### config.mk
export PLATFORM = sky130hd
export DESIGN_NAME = fifo_1clk_regs_flags
export DESIGN_NICKNAME = d
export VERILOG_FILES = /design/src/rtl/fifo_1clk_regs_flags.sv
export SDC_FILE = /design/constraint.sdc
export NUM_CORES = 1
export LEC_CHECK = 0
export ABC_CLOCK_PERIOD_IN_PS = 3700
export CAP_MARGIN = 20
export CORE_ASPECT_RATIO = 1.5
export CORE_MARGIN = 5
export CORE_UTILIZATION = 51
export DETAILED_ROUTE_END_ITERATION = 10
export PLACE_DENSITY_LB_ADDON = 0.25
export SYNTH_ARGS = -nofsm -noshare
export SYNTH_HDL_FRONTEND = slang
export SYNTH_SLANG_ARGS = --single-unit
### constraint.sdc
create_clock -name clk -period 3.7 [get_ports clk]
set_input_delay 0.555 -clock clk [delete_from_list [all_inputs] [get_ports clk]]
set_output_delay 0.555 -clock clk [all_outputs]
set_load 0.01 [all_outputs]
### src/rtl/fifo_1clk_regs_flags.sv
// ---------------------------------------------------------------------------
// fifo_1clk_regs_flags
//
// Single-clock, first-word-fall-through FIFO built from a shift-register
// array. The head word (slot 0) is always presented on rd_data. Pops shift
// the array down by one slot. Pushes write at the first free slot, which
// accounts for a pop happening in the same cycle.
//
// Optional feature (macro FIFO_REGS_PEAK_EN):
//   defined   - peak tracks the high-water mark of used since the last rst/clr
//   undefined - peak is tied to 0 and no register is built
//
// Ports:
//   clk          in   clock, rising edge
//   rst          in   synchronous active-high reset (count, flags, peak)
//   clr          in   synchronous flush, same effect as rst on control state
//   wr_en        in   push request
//   wr_data      in   push data [Width]
//   full         out  used == Depth
//   almost_full  out  used >= AfullLevel
//   rd_en        in   pop request
//   rd_data      out  head entry, valid when !empty [Width]
//   empty        out  used == 0
//   almost_empty out  used <= AemptyLevel
//   used         out  occupancy 0..Depth [UsedBits]
//   overflow     out  sticky, push rejected because full
//   underflow    out  sticky, pop rejected because empty
//   err_clr      in   clears overflow/underflow
//   peak         out  high-water mark [UsedBits]
// ---------------------------------------------------------------------------
module fifo_1clk_regs_flags #(
    parameter int Width       = 8,
    parameter int Depth       = 4,
    parameter int AfullLevel  = Depth - 1,
    parameter int AemptyLevel = 1,
    localparam int UsedBits   = $clog2(Depth + 1)
) (
    input  logic                clk,
    input  logic                rst,
    input  logic                clr,
    input  logic                wr_en,
    input  logic [Width-1:0]    wr_data,
    output logic                full,
    output logic                almost_full,
    input  logic                rd_en,
    output logic [Width-1:0]    rd_data,
    output logic                empty,
    output logic                almost_empty,
    output logic [UsedBits-1:0] used,
    output logic                overflow,
    output logic                underflow,
    input  logic                err_clr,
    output logic [UsedBits-1:0] peak
);

    localparam logic [UsedBits-1:0] DepthU  = UsedBits'(Depth);
    localparam logic [UsedBits-1:0] AfullU  = UsedBits'(AfullLevel);
    localparam logic [UsedBits-1:0] AemptyU = UsedBits'(AemptyLevel);

    logic [Width-1:0]    mem_q [Depth];
    logic [Width-1:0]    mem_d [Depth];
    logic [UsedBits-1:0] used_q, used_d;
    logic                ovf_q, ovf_d;
    logic                udf_q, udf_d;
    logic                flush;
    logic                rd_acc;
    logic                wr_acc;
    logic [UsedBits-1:0] wr_idx;

    // Flags decode straight from the count register.
    assign full         = (used_q == DepthU);
    assign empty        = (used_q == '0);
    assign almost_full  = (used_q >= AfullU);
    assign almost_empty = (used_q <= AemptyU);
    assign used         = used_q;
    assign overflow     = ovf_q;
    assign underflow    = udf_q;
    assign rd_data      = mem_q[0];

    // rst and clr both suppress any push/pop in their cycle.
    assign flush  = rst | clr;
    assign rd_acc = rd_en & ~empty & ~flush;
    // A full FIFO still accepts a push when a pop frees a slot this cycle.
    assign wr_acc = wr_en & (~full | rd_acc) & ~flush;
    // Slot index is taken after the shift, hence the rd_acc correction.
    assign wr_idx = used_q - UsedBits'(rd_acc);

    always_comb begin
        for (int i = 0; i < Depth; i++) begin
            mem_d[i] = mem_q[i];
        end
        if (rd_acc) begin
            for (int i = 0; i < Depth - 1; i++) begin
                mem_d[i] = mem_q[i + 1];
            end
        end
        if (wr_acc) begin
            for (int i = 0; i < Depth; i++) begin
                if (UsedBits'(i) == wr_idx) begin
                    mem_d[i] = wr_data;
                end
            end
        end
    end

    always_comb begin
        used_d = used_q;
        ovf_d  = ovf_q;
        udf_d  = udf_q;
        if (flush) begin
            used_d = '0;
            ovf_d  = 1'b0;
            udf_d  = 1'b0;
        end else begin
            used_d = used_q + UsedBits'(wr_acc) - UsedBits'(rd_acc);
            // A fresh error event takes priority over err_clr.
            if (wr_en & full & ~rd_acc) begin
                ovf_d = 1'b1;
            end else if (err_clr) begin
                ovf_d = 1'b0;
            end
            if (rd_en & empty) begin
                udf_d = 1'b1;
            end else if (err_clr) begin
                udf_d = 1'b0;
            end
        end
    end

    // Storage is never reset; contents are don't-care while unused.
    always_ff @(posedge clk) begin
        for (int i = 0; i < Depth; i++) begin
            mem_q[i] <= mem_d[i];
        end
    end

    always_ff @(posedge clk) begin
        if (rst) begin
            used_q <= '0;
            ovf_q  <= 1'b0;
            udf_q  <= 1'b0;
        end else begin
            used_q <= used_d;
            ovf_q  <= ovf_d;
            udf_q  <= udf_d;
        end
    end

`ifdef FIFO_REGS_PEAK_EN
    logic [UsedBits-1:0] peak_q, peak_d;

    // Compared against the next count so peak rises on the same edge as used.
    always_comb begin
        peak_d = peak_q;
        if (flush) begin
            peak_d = '0;
        end else if (used_d > peak_q) begin
            peak_d = used_d;
        end
    end

    always_ff @(posedge clk) begin
        if (rst) begin
            peak_q <= '0;
        end else begin
            peak_q <= peak_d;
        end
    end

    assign peak = peak_q;
`else
    assign peak = '0;
`endif

endmodule

==> Flow_metrics.wiki, run 1 <==
{| class="wikitable"
! Metric !! Value
|-
| Clk_skew || 0.00584 ns
|-
| Static leakage || 0.955 nW
|-
| YS warnings || 0
|-
| Number of unique standard cell types used by synthesis || 28
|-
| Area fraction in compound gates after synthesis || 12.3%
|-
| Clock buffer depth || 2
|-
| Placed instance area || 2030 µm²
|-
| Final global-route overflow total || 0
|-
| Largest net degree at the start of global routing || 25
|-
| PostCTS Resize Cnt || 0
|-
| Number of global-route vias before repair || 1254
|-
| Leading area contributor after synthesis || dfxtp_1
|-
| Seq/Total Area, Yosys || 46.7%
|-
| Type of the most critical hold path || flop to flop
|-
| Minimum clock period after layout || 2.95 ns
|-
| Power density of the placed cells || 439 nW/µm²
|-
| Multiplexer area fraction after synthesis || around 14%
|-
| Final Cell Area || 2110 µm²
|-
| Clock tree from TritonCTS || built
|-
| Number of synthesized register bits || 37
|-
| Dominant combinational cell family by area after synthesis || multiplexers
|-
| Clock latency on the worst-skew pair || 0.28 ns
|-
| Core Util, Final || 62.5%
|-
| Total number of H-tree levels || 2
|-
| Setup repair after global routing missed its margin || false
|-
| Clk Tree Root Cell || clkbuf_8
|-
| Post-synth ARST share || 0%
|-
| Type of the worst setup path || input port to flop
|-
| Area overhead of the layout relative to synthesis || 20.3%
|-
| Height of the chip || 81.9 µm
|-
| Type of destination of the critical path || flop
|-
| Proportion of layout cells with a drive suffix above 1 || 6.63%
|-
| Antenna violations before repair || 0
|-
| Number of enable flip-flop cells after synthesis || 8
|-
| Peak supply drop || approximately 0.0003 V
|-
| Required time of the worst setup path || 3.69 ns
|-
| Clock-pin slew of the registers on the worst-case setup and hold paths || 0.07 ns
|-
| Number of rows in the core area || 26
|-
| Cells after Synth || 164
|-
| Post-DP HPWL || 2.48 mm
|-
| Routed vias/inst || 5.26
|-
| Quantity of I/O buffers inserted on ports || 30
|-
| Result of the run || complete, no violations
|-
| Hold bufs inserted after CTS || 0
|-
| Measured slew at the worst slew-check pin || ~0.55 ns
|-
| Cell with the most instances after synthesis || dfxtp_1
|-
| First-iteration detailed-routing DRC count || 25
|-
| Via count || 1253
|-
| Max-cap check violation count || 0
|-
| Initial Util || 51.9%
|-
| Smallest hold slack || between 0.5 and 0.6 ns
|-
| Clock Sink Count || 37
|-
| Total length of routed wires || 3.34 mm
|-
| Worst rel slew slack || 63.1%
|-
| Primary flip-flop cell chosen by synthesis mapping || dfxtp_1
|-
| Adder-Cell Fraction of Synth Area || 6.13%
|-
| Residual antenna-violating net count after detailed routing || 0
|-
| Die footprint || ~4700 µm²
|-
| Number of I/O pins || 34
|-
| Synth Area in Simple Gates || between 10 and 15%
|-
| Wire length of the first global-routing pass || 5.44 mm
|-
| Count of endpoints failing hold in the final timing report || 0
|-
| Timing-limited maximum frequency || 0.339 GHz
|-
| Total track usage || 15.5%
|-
| Dominant cells by area after synthesis || dfxtp_1, mux2i_1, edfxtp_1, a21oi_1, ha_1
|-
| Detailed Routing Iterations Pass 1 || 4
|-
| Post-Synth XOR/XNOR Area || 0.997%
|-
| CP Max Fanout || 8
|-
| Share of Yosys cell area claimed by the top area cell type || 33.0%
|-
| RePlAce Congestion || 0.810
|-
| Clock buffers created by TritonCTS || 5
|-
| Setup violators final || 0
|-
| Post-layout nets || 217
|-
| Data arrival time of the worst path || 2.94 ns
|-
| DRC violation count after routing || 0
|-
| Setup TNS Final || 0 ns
|-
| Syn_area_per_cell || 10.7 µm²
|-
| Area of the mapped netlist || between 1500 and 2000 µm²
|-
| Post-CTS repair timing setup buffer count || 0
|-
| Total power consumption of the routed design || 0.000928 W
|-
| Core outline area || 3380 µm²
|-
| Wire per inst || between 10 and 15 µm
|-
| Width of the chip || 57.9 µm
|-
| Final count of pins violating max slew || 0
|-
| Antenna diode instance count || 0
|-
| Post-synth top cells || dfxtp_1, mux2i_1, a21oi_1, nor2_1, nand2_1
|-
| Share of the clock period used by the worst path || 79.7%
|-
| Kind of start point of the critical path || input port
|}
## through the flow
stage / cells / setup slack [ns]
after floorplan: 166 / 0.216
after global placement: 230 / 0.588
after detailed placement: 230 / 0.449
after CTS: 238 / 0.759
after global routing: 238 / 0.569
final: 238 / 0.750
## where the power goes
| group | switching (W) | internal (W) |
|---|---|---|
| clock network | 0.000132 | 0.000134 |
| logic | 0.0000644 | 0.0000922 |
| registers | 0.0000309 | 0.000475 |
## state kept, by name (all words and copies together), names as in the netlist
| signal | cells |
|---|---|
| mem_q | 32 |
| underflow | 1 |
| used | 3 |
| overflow | 1 |
## cells in the final DEF (no fill, tap or decap), types with 3 or more instances in the layout
master           count
a21oi_1             18
clkbuf_1             3
clkbuf_8             5
clkdlybuf4s50_1     30
conb_1               3
dfxtp_1             29
edfxtp_1             8
ha_1                 7
inv_1                7
mux2i_1             24
nand2_1             10
nor2_1              17
nor2b_1              4
nor3_1               5
o21ai_0              7
o21ai_1              3
## worst max-delay path, cell delays in order
cell and delay (ns):
clkdlybuf4s50_1 0.55, nor3b_4 0.46, nand2b_1 0.15, inv_1 0.12
ha_1 0.18, ha_1 0.16, xnor2_1 0.27, nor4b_2 0.30
buf_4 0.21
## cell families after synthesis
group,count (synthesis)
simple gates,43
flops,37
compound gates,32
mux,24
buf+inv,17
fa+ha+maj,8
xor+xnor,2
other cells,1
## per-layer routing
metal  up-vias  track usage (%)  share of wire [%]  wire [µm]
met5         -                0                  0          0
met4         0             10.2                2.1         71
met3         7             3.77                3.8        126
met2        30             28.1                 54       1810
met1       584             15.3                 40       1340
li1        632                -                  -          -
## worst paths after layout
kind	start	endpoint	slack, ns	cells after the start
setup / recovery	clr	mem_q[3][7]	0.75	9
hold / removal	mem_q[2][2]	mem_q[1][2]	0.54	2
setup reg to reg	used[1]	mem_q[3][7]	1.01	8
hold reg to reg	mem_q[2][2]	mem_q[1][2]	0.54	2
## area by class of cell
class                      instances  area, µm²
inverter                           7       26.3
tap                               42       52.6
fill                             304       1270
clock buffer                       8       80.1
sequential                        37        821
timing repair buffer              32        315
multi-input combinational        112        818
No activity file was read; power rests on OpenSTA's default activity.
==> inputs of run 2 (changes only) <==
--- a/config.mk
+++ b/config.mk
@@ -5,11 +5,11 @@
 export SDC_FILE = /design/constraint.sdc
 export NUM_CORES = 1
 export LEC_CHECK = 0
-export ABC_CLOCK_PERIOD_IN_PS = 3700
+export ABC_CLOCK_PERIOD_IN_PS = 2450
 export CAP_MARGIN = 20
 export CORE_ASPECT_RATIO = 1.5
 export CORE_MARGIN = 5
-export CORE_UTILIZATION = 51
+export CORE_UTILIZATION = 46
 export DETAILED_ROUTE_END_ITERATION = 10
 export PLACE_DENSITY_LB_ADDON = 0.25
 export SYNTH_ARGS = -nofsm -noshare
==> constraint.sdc (replaced) <==
create_clock -name clk -period 2.45 [get_ports clk]
set_input_delay 0.3675 -clock clk [delete_from_list [all_inputs] [get_ports clk]]
set_output_delay 0.3675 -clock clk [all_outputs]
set_load 0.01 [all_outputs]
==> run 2 against run 1 <==
Against the previous run: core utilization increased by 0.16 points; first-iteration DRC count is 72% higher; clock skew decreased by 0.0044 ns; non-clock buffer count increased by 14; sequential share of layout area is 3.0 points lower; via count grew 4.0%; critical endpoint is now mem_q[2][3]; largest cell class is now multi-input combinational cells; largest power group unchanged.
==> Flow_metrics.wiki, run 2 (synthesis gave the netlist of run 1 again) <==
{| class="wikitable"
! Metric !! Value
|-
| Routed vias/inst || a little over 5
|-
| Max FFs per register || 32
|-
| DRC violation count after routing || 0
|-
| Slack of the critical path || 0.113 ns
|-
| Initial Util || between 40% and 50%
|-
| Clock tree from TritonCTS || built
|-
| Power density of the placed cells || 621 nW/µm²
|-
| Antenna violations before repair || 0
|-
| Cell with the largest stage delay on the worst path || clkdlybuf4s50_1
|-
| Die footprint || 5180 µm²
|-
| Area of combinational cells with multiple inputs || approximately 890 µm²
|-
| Post-DP HPWL || roughly 2.7 mm
|-
| Static leakage || roughly 1.1 nW
|-
| Via count || 1303
|-
| RePlAce Congestion || 0.754
|-
| Total length of routed wires || 3.53 mm
|-
| CP Max Fanout || 9
|-
| Clock buffer depth || 2
|-
| Buf+Inv Stages, Crit Path || 3
|-
| Final count of pins violating max slew || 0
|-
| Largest net degree at the start of global routing || 25
|-
| PostCTS Resize Cnt || 0
|-
| Number of rows in the core area || 27
|-
| Width of the chip || 60.5 µm
|-
| Hold bufs inserted after CTS || 0
|-
| Setup violators final || 0
|-
| Sequential Area || 827 µm²
|-
| Height of the chip || roughly 86 µm
|-
| Kind of start point of the critical path || input port
|-
| Placement-stage worst setup slack || -0.183 ns
|-
| Final global-route overflow total || 0
|-
| Type of the worst setup path || input port to flop
|-
| Proportion of layout cells with a drive suffix above 1 || 17.7%
|-
| Largest Register || mem_q
|-
| Required time of the worst setup path || 2.62 ns
|-
| Post-CTS repair timing setup buffer count || 0
|-
| Clk Tree Root Cell || clkbuf_8
|-
| Wire per inst || 14.0 µm
|-
| Data arrival time of the worst path || 2.51 ns
|-
| Peak supply drop || 0.000371 V
|-
| Timing-limited maximum frequency || around 0.43 GHz
|-
| # fillers || 317
|-
| Post-layout nets || roughly 230
|-
| Result of the run || complete, no violations
|-
| Clock latency on the worst-skew pair || 0.28 ns
|-
| Commonest non-fill, non-tap cells in the layout || clkdlybuf4s50_1, dfxtp_1, mux2i_1, a21oi_1, nor2_1
|-
| Smallest hold slack || 0.528 ns
|-
| Clock Sink Count || 37
|-
| Registers with the most flip-flops || mem_q (32), used (3)
|-
| Share of the clock period used by the worst path || 95.4%
|-
| Delay-heaviest family, CP || buffers and inverters
|-
| Area overhead of the layout relative to synthesis || 31.3%
|-
| Type of the most critical hold path || flop to flop
|-
| Residual antenna-violating net count after detailed routing || 0
|-
| Minimum clock period after layout || 2.34 ns
|-
| Setup TNS Final || 0 ns
|-
| Core Util, Final || 62.6%
|-
| Total track usage || 15.5%
|-
| Stage delay of the slowest cell on the critical path || 0.49 ns
|-
| Quantity of I/O buffers inserted on ports || 30
|-
| Max-cap check violation count || 0
|-
| Library cell appearing most often on the critical path || ha_4
|-
| Number of global-route vias before repair || 1373
|-
| Detailed Routing Iterations Pass 1 || 4
|-
| First-iteration detailed-routing DRC count || 43
|-
| Antenna diode instance count || 0
|-
| Clk_skew || approximately 0.0015 ns
|-
| Number of I/O pins || 34
|-
| Type of destination of the critical path || flop
|-
| Core outline area || 3680 µm²
|-
| Clock buffers created by TritonCTS || 5
|-
| Count of endpoints failing hold in the final timing report || 0
|-
| Total number of H-tree levels || 2
|-
| Clock-pin slew of the registers on the worst-case setup and hold paths || about 0.07 ns
|-
| Series of cell instances along the critical path || clkdlybuf4s50_1 -> nor3b_4 -> nand2b_4 -> inv_4 -> ha_4 -> ha_4 -> nor2b_1 -> o2111ai_4 -> clkbuf_4 -> nor2_1 -> a21oi_1
|-
| Most common library cell in the layout ignoring fill and taps || clkdlybuf4s50_1
|-
| Wire length of the first global-routing pass || 6.07 mm
|}
==> run 2: changes by cell type in the layout (fill, tap and decap cells not counted), sizes merged <==
cell and change:
buf +13
==> run 2: report_power, final <==
part           switching [W]  internal (W)  total, W
Sequential         0.0000473      0.000717  0.000765
Combinational       0.000100      0.000150  0.000251
Clock               0.000193      0.000223  0.000416
Total               0.000341       0.00109   0.00143
==> run 2: layer usage <==
layer | wire, µm | up-vias | global-route usage [%]
li1 | - | 653 | -
met1 | 1370 | 613 | 15.3
met2 | 1940 | 30 | 28.3
met3 | 147 | 7 | 5.42
met4 | 70 | 0 | 6.51
met5 | 0 | - | 0
==> run 2: area by class of cell <==
cell class / count / share of cell area, %
Clock buffer: 7 / 3.74
Inverter: 7 / 1.25
Multi-Input combinational cell: 112 / 38.6
Sequential cell: 37 / 35.9
Tap cell: 43 / 2.33
Timing Repair Buffer: 46 / 18.2
==> run 2: worst reg2reg max path: cells and delay by family, from the launching register on <==
| family | cells | cell delay (ns) |
|---|---|---|
| AO/OA/AOI/OAI | 1 | 0.20 |
| XOR/XNOR | 1 | 0.14 |
| adder cells (fa/ha/maj) | 3 | 0.77 |
| buffers and inverters | 2 | 0.10 |
| flip-flops | 1 | 0.44 |
| AND/OR/NAND/NOR | 2 | 0.52 |
==> run 2: worst paths after layout <==
path	start	end	slack, ns	cells past startpoint
setup / recovery	rst	mem_q[2][3]	0.11	11
hold / removal	mem_q[1][4]	mem_q[0][4]	0.53	2
setup reg to reg	used[2]	used[2]	0.19	9
hold reg to reg	mem_q[1][4]	mem_q[0][4]	0.53	2
==> run 2: metrics by stage <==
| stage | power [W] | instance area, µm² | instances |
|---|---|---|---|
| 2_1_floorplan | 0.000907 | 1860 | 166 |
| 3_3_place_gp | 0.00101 | 2190 | 241 |
| 3_5_place_dp | 0.00103 | 2190 | 241 |
| 4_1_cts | 0.00145 | 2280 | 248 |
| 5_1_grt | 0.00152 | 2310 | 252 |
| 6_report | 0.00143 | 2310 | 252 |
==> inputs of run 3 (changes only) <==
--- a/config.mk
+++ b/config.mk
@@ -7,7 +7,7 @@
 export LEC_CHECK = 0
 export ABC_CLOCK_PERIOD_IN_PS = 2450
 export CAP_MARGIN = 20
-export CORE_ASPECT_RATIO = 1.5
+export CORE_ASPECT_RATIO = 1.75
 export CORE_MARGIN = 5
 export CORE_UTILIZATION = 46
 export DETAILED_ROUTE_END_ITERATION = 10
==> run 3 against run 2 <==
Against the previous run: count of clock-buffer cells in the layout shrank 1; largest cell class unchanged; sequential share of layout area up 0.27 points; critical endpoint is now used[1]; first-iteration DRC count down 56%; routed wire length down 1.1%; largest power group unchanged; clock power down 5.3%; design area shrank 0.43%.
==> Flow_metrics.wiki, run 3 (synthesis gave the netlist of run 1 again) <==
{| class="wikitable"
! Metric !! Value
|-
| Clock latency on the worst-skew pair || ~0.28 ns
|-
| Worst R2R Setup Slack || 0.25 ns
|-
| Residual antenna-violating net count after detailed routing || 0
|-
| Setup repair after global routing missed its margin || false
|-
| Minimum clock period after layout || 2.25 ns
|-
| Quantity of I/O buffers inserted on ports || 30
|-
| Kind of start point of the critical path || input port
|-
| Max FFs per register || 32
|-
| Total number of H-tree levels || 2
|-
| Post-DP HPWL || 2.68 mm
|-
| Startpoint of the lowest-slack register-to-register path || used[2]
|-
| Proportion of layout cells with a drive suffix above 1 || about 17%
|-
| Antenna diode instance count || 0
|-
| Post-CTS repair timing setup buffer count || 0
|-
| Clock-pin slew of the registers on the worst-case setup and hold paths || roughly 0.07 ns
|-
| Worst rel slew slack || roughly two thirds
|-
| Min-delay src || rst
|-
| Type of the worst setup path || input port to flop
|-
| Setup TNS Final || 0 ns
|-
| Core outline area || about 3700 µm²
|-
| PostCTS Resize Cnt || 0
|-
| RePlAce Congestion || ~0.77
|-
| Routed vias/inst || slightly above 5
|-
| Capturing instance or port of the critical path || used[1]
|-
| Post-layout nets || 228
|-
| Required time of the worst setup path || around 2.7 ns
|-
| Series of cell instances along the critical path || clkdlybuf4s50_1 -> nor3b_4 -> o21ai_1 -> ha_1 -> inv_1 -> ha_1 -> inv_1 -> fa_1 -> nor3_2
|-
| Sequential Area || 830 µm²
|-
| Total track usage || 15.2%
|-
| Number of rows in the core area || 29
|-
| Peak supply drop || 0.000442 V
|-
| Width of the chip || 56.7 µm
|-
| Result of the run || complete, no violations
|-
| Max-cap check violation count || 0
|-
| Hold bufs inserted after CTS || 0
|-
| Number of I/O pins || 34
|-
| Setup violators final || 0
|-
| Clock Sink Count || 37
|-
| Timing-limited maximum frequency || 0.444 GHz
|-
| Cell with the largest stage delay on the worst path || clkdlybuf4s50_1
|-
| Count of endpoints failing hold in the final timing report || 0
|-
| Total power consumption of the routed design || 0.00141 W
|-
| Clock tree from TritonCTS || built
|-
| Most common library cell in the layout ignoring fill and taps || clkdlybuf4s50_1
|-
| First-iteration detailed-routing DRC count || 19
|-
| Data arrival time of the worst path || between 2 and 2.5 ns
|-
| DRC violation count after routing || 0
|-
| Share of the clock period used by the worst path || about nine tenths
|-
| Count of cells along the worst hold path || 3
|-
| Registers with the most flip-flops || mem_q (32), used (3)
|-
| Clock buffers created by TritonCTS || 5
|-
| Clk_skew || 0.00875 ns
|-
| Number of cell instances on the worst register-to-register path || 8
|-
| End of the worst register-to-register path || used[1]
|-
| Power density of the placed cells || 615 nW/µm²
|-
| Initial Util || a little under half
|-
| CP startpoint || rd_en
|-
| Height of the chip || 91.8 µm
|-
| Die footprint || 5200 µm²
|-
| Number of global-route vias before repair || 1454
|-
| Largest net degree at the start of global routing || 25
|-
| Stage delay of the slowest cell on the critical path || 0.47 ns
|-
| Largest Register || mem_q
|-
| Type of destination of the critical path || flop
|-
| Detailed Routing Iterations Pass 1 || 4
|-
| Antenna violations before repair || 0
|-
| Clock buffer depth || 2
|-
| Commonest non-fill, non-tap cells in the layout || clkdlybuf4s50_1, dfxtp_1, mux2i_1, a21oi_1, nor2_1
|-
| CP Max Fanout || 4
|-
| Wire length of the first global-routing pass || 6.26 mm
|-
| Final global-route overflow total || 0
|-
| Clk Tree Root Cell || clkbuf_8
|-
| Via count || 1280
|-
| Area overhead of the layout relative to synthesis || 30.7%
|-
| Static leakage || approximately 1.1 nW
|-
| Total length of routed wires || between 3 and 4 mm
|-
| Wire per inst || 13.8 µm
|-
| Measured slew at the worst slew-check pin || 0.509 ns
|-
| # fillers || between 300 and 400
|-
| Type of the most critical hold path || input port to flop
|-
| Area of combinational cells with multiple inputs || 895 µm²
|-
| Final count of pins violating max slew || 0
|}
[run 3: worst min-delay path by stage]
stage / slack, ns / endpoint
final: 0.53 / underflow
after global routing: 0.55 / underflow
after CTS: 0.53 / mem_q[0][6]
after detailed placement: 0.51 / mem_q[0][6]
after global placement: 0.50 / mem_q[0][5]
after floorplan: 0.43 / used[1]
[run 3: report_power, final]
part           switching, W  internal [W]
logic              0.000103      0.000149
clock network      0.000198      0.000197
registers         0.0000492      0.000716
[run 3: stage by stage]
stage	utilization [%]	cells	hold WS, ns	cell area, µm²	setup WS, ns
after floorplan	-	166	0.431	1860	0.00452
after global placement	60.1	245	0.503	2200	-0.0593
after detailed placement	60.1	245	0.512	2200	-0.156
after CTS	62.3	253	0.531	2280	0.119
after global routing	62.6	253	0.550	2300	0.0413
final	62.6	253	0.531	2300	0.200
[run 3: per-layer routing]
layer | up-vias | part of all wire [%] | global-route usage (%)
met5 | - | 0 | 0
met1 | 594 | 37 | 14.5
met2 | 29 | 57 | 29.2
met3 | 6 | 4.2 | 3.37
met4 | 0 | 2.1 | 7.52
li1 | 651 | - | -
[run 3: area by class of cell]
cell class / count / area share (%)
Clock buffer: 6 / 3.16
Clock inverter: 2 / 0.436
Inverter: 7 / 1.25
Multi-Input combinational cell: 112 / 39.0
Sequential cell: 37 / 36.1
Tap cell: 46 / 2.51
Timing Repair Buffer: 43 / 17.5
[run 3: worst max-delay path: cells and delay by family]
kind	cells	cell delay (ns)
compound gates	1	0.15
simple gates	2	0.46
fa+ha+maj	3	0.88
buf+inv	3	0.57
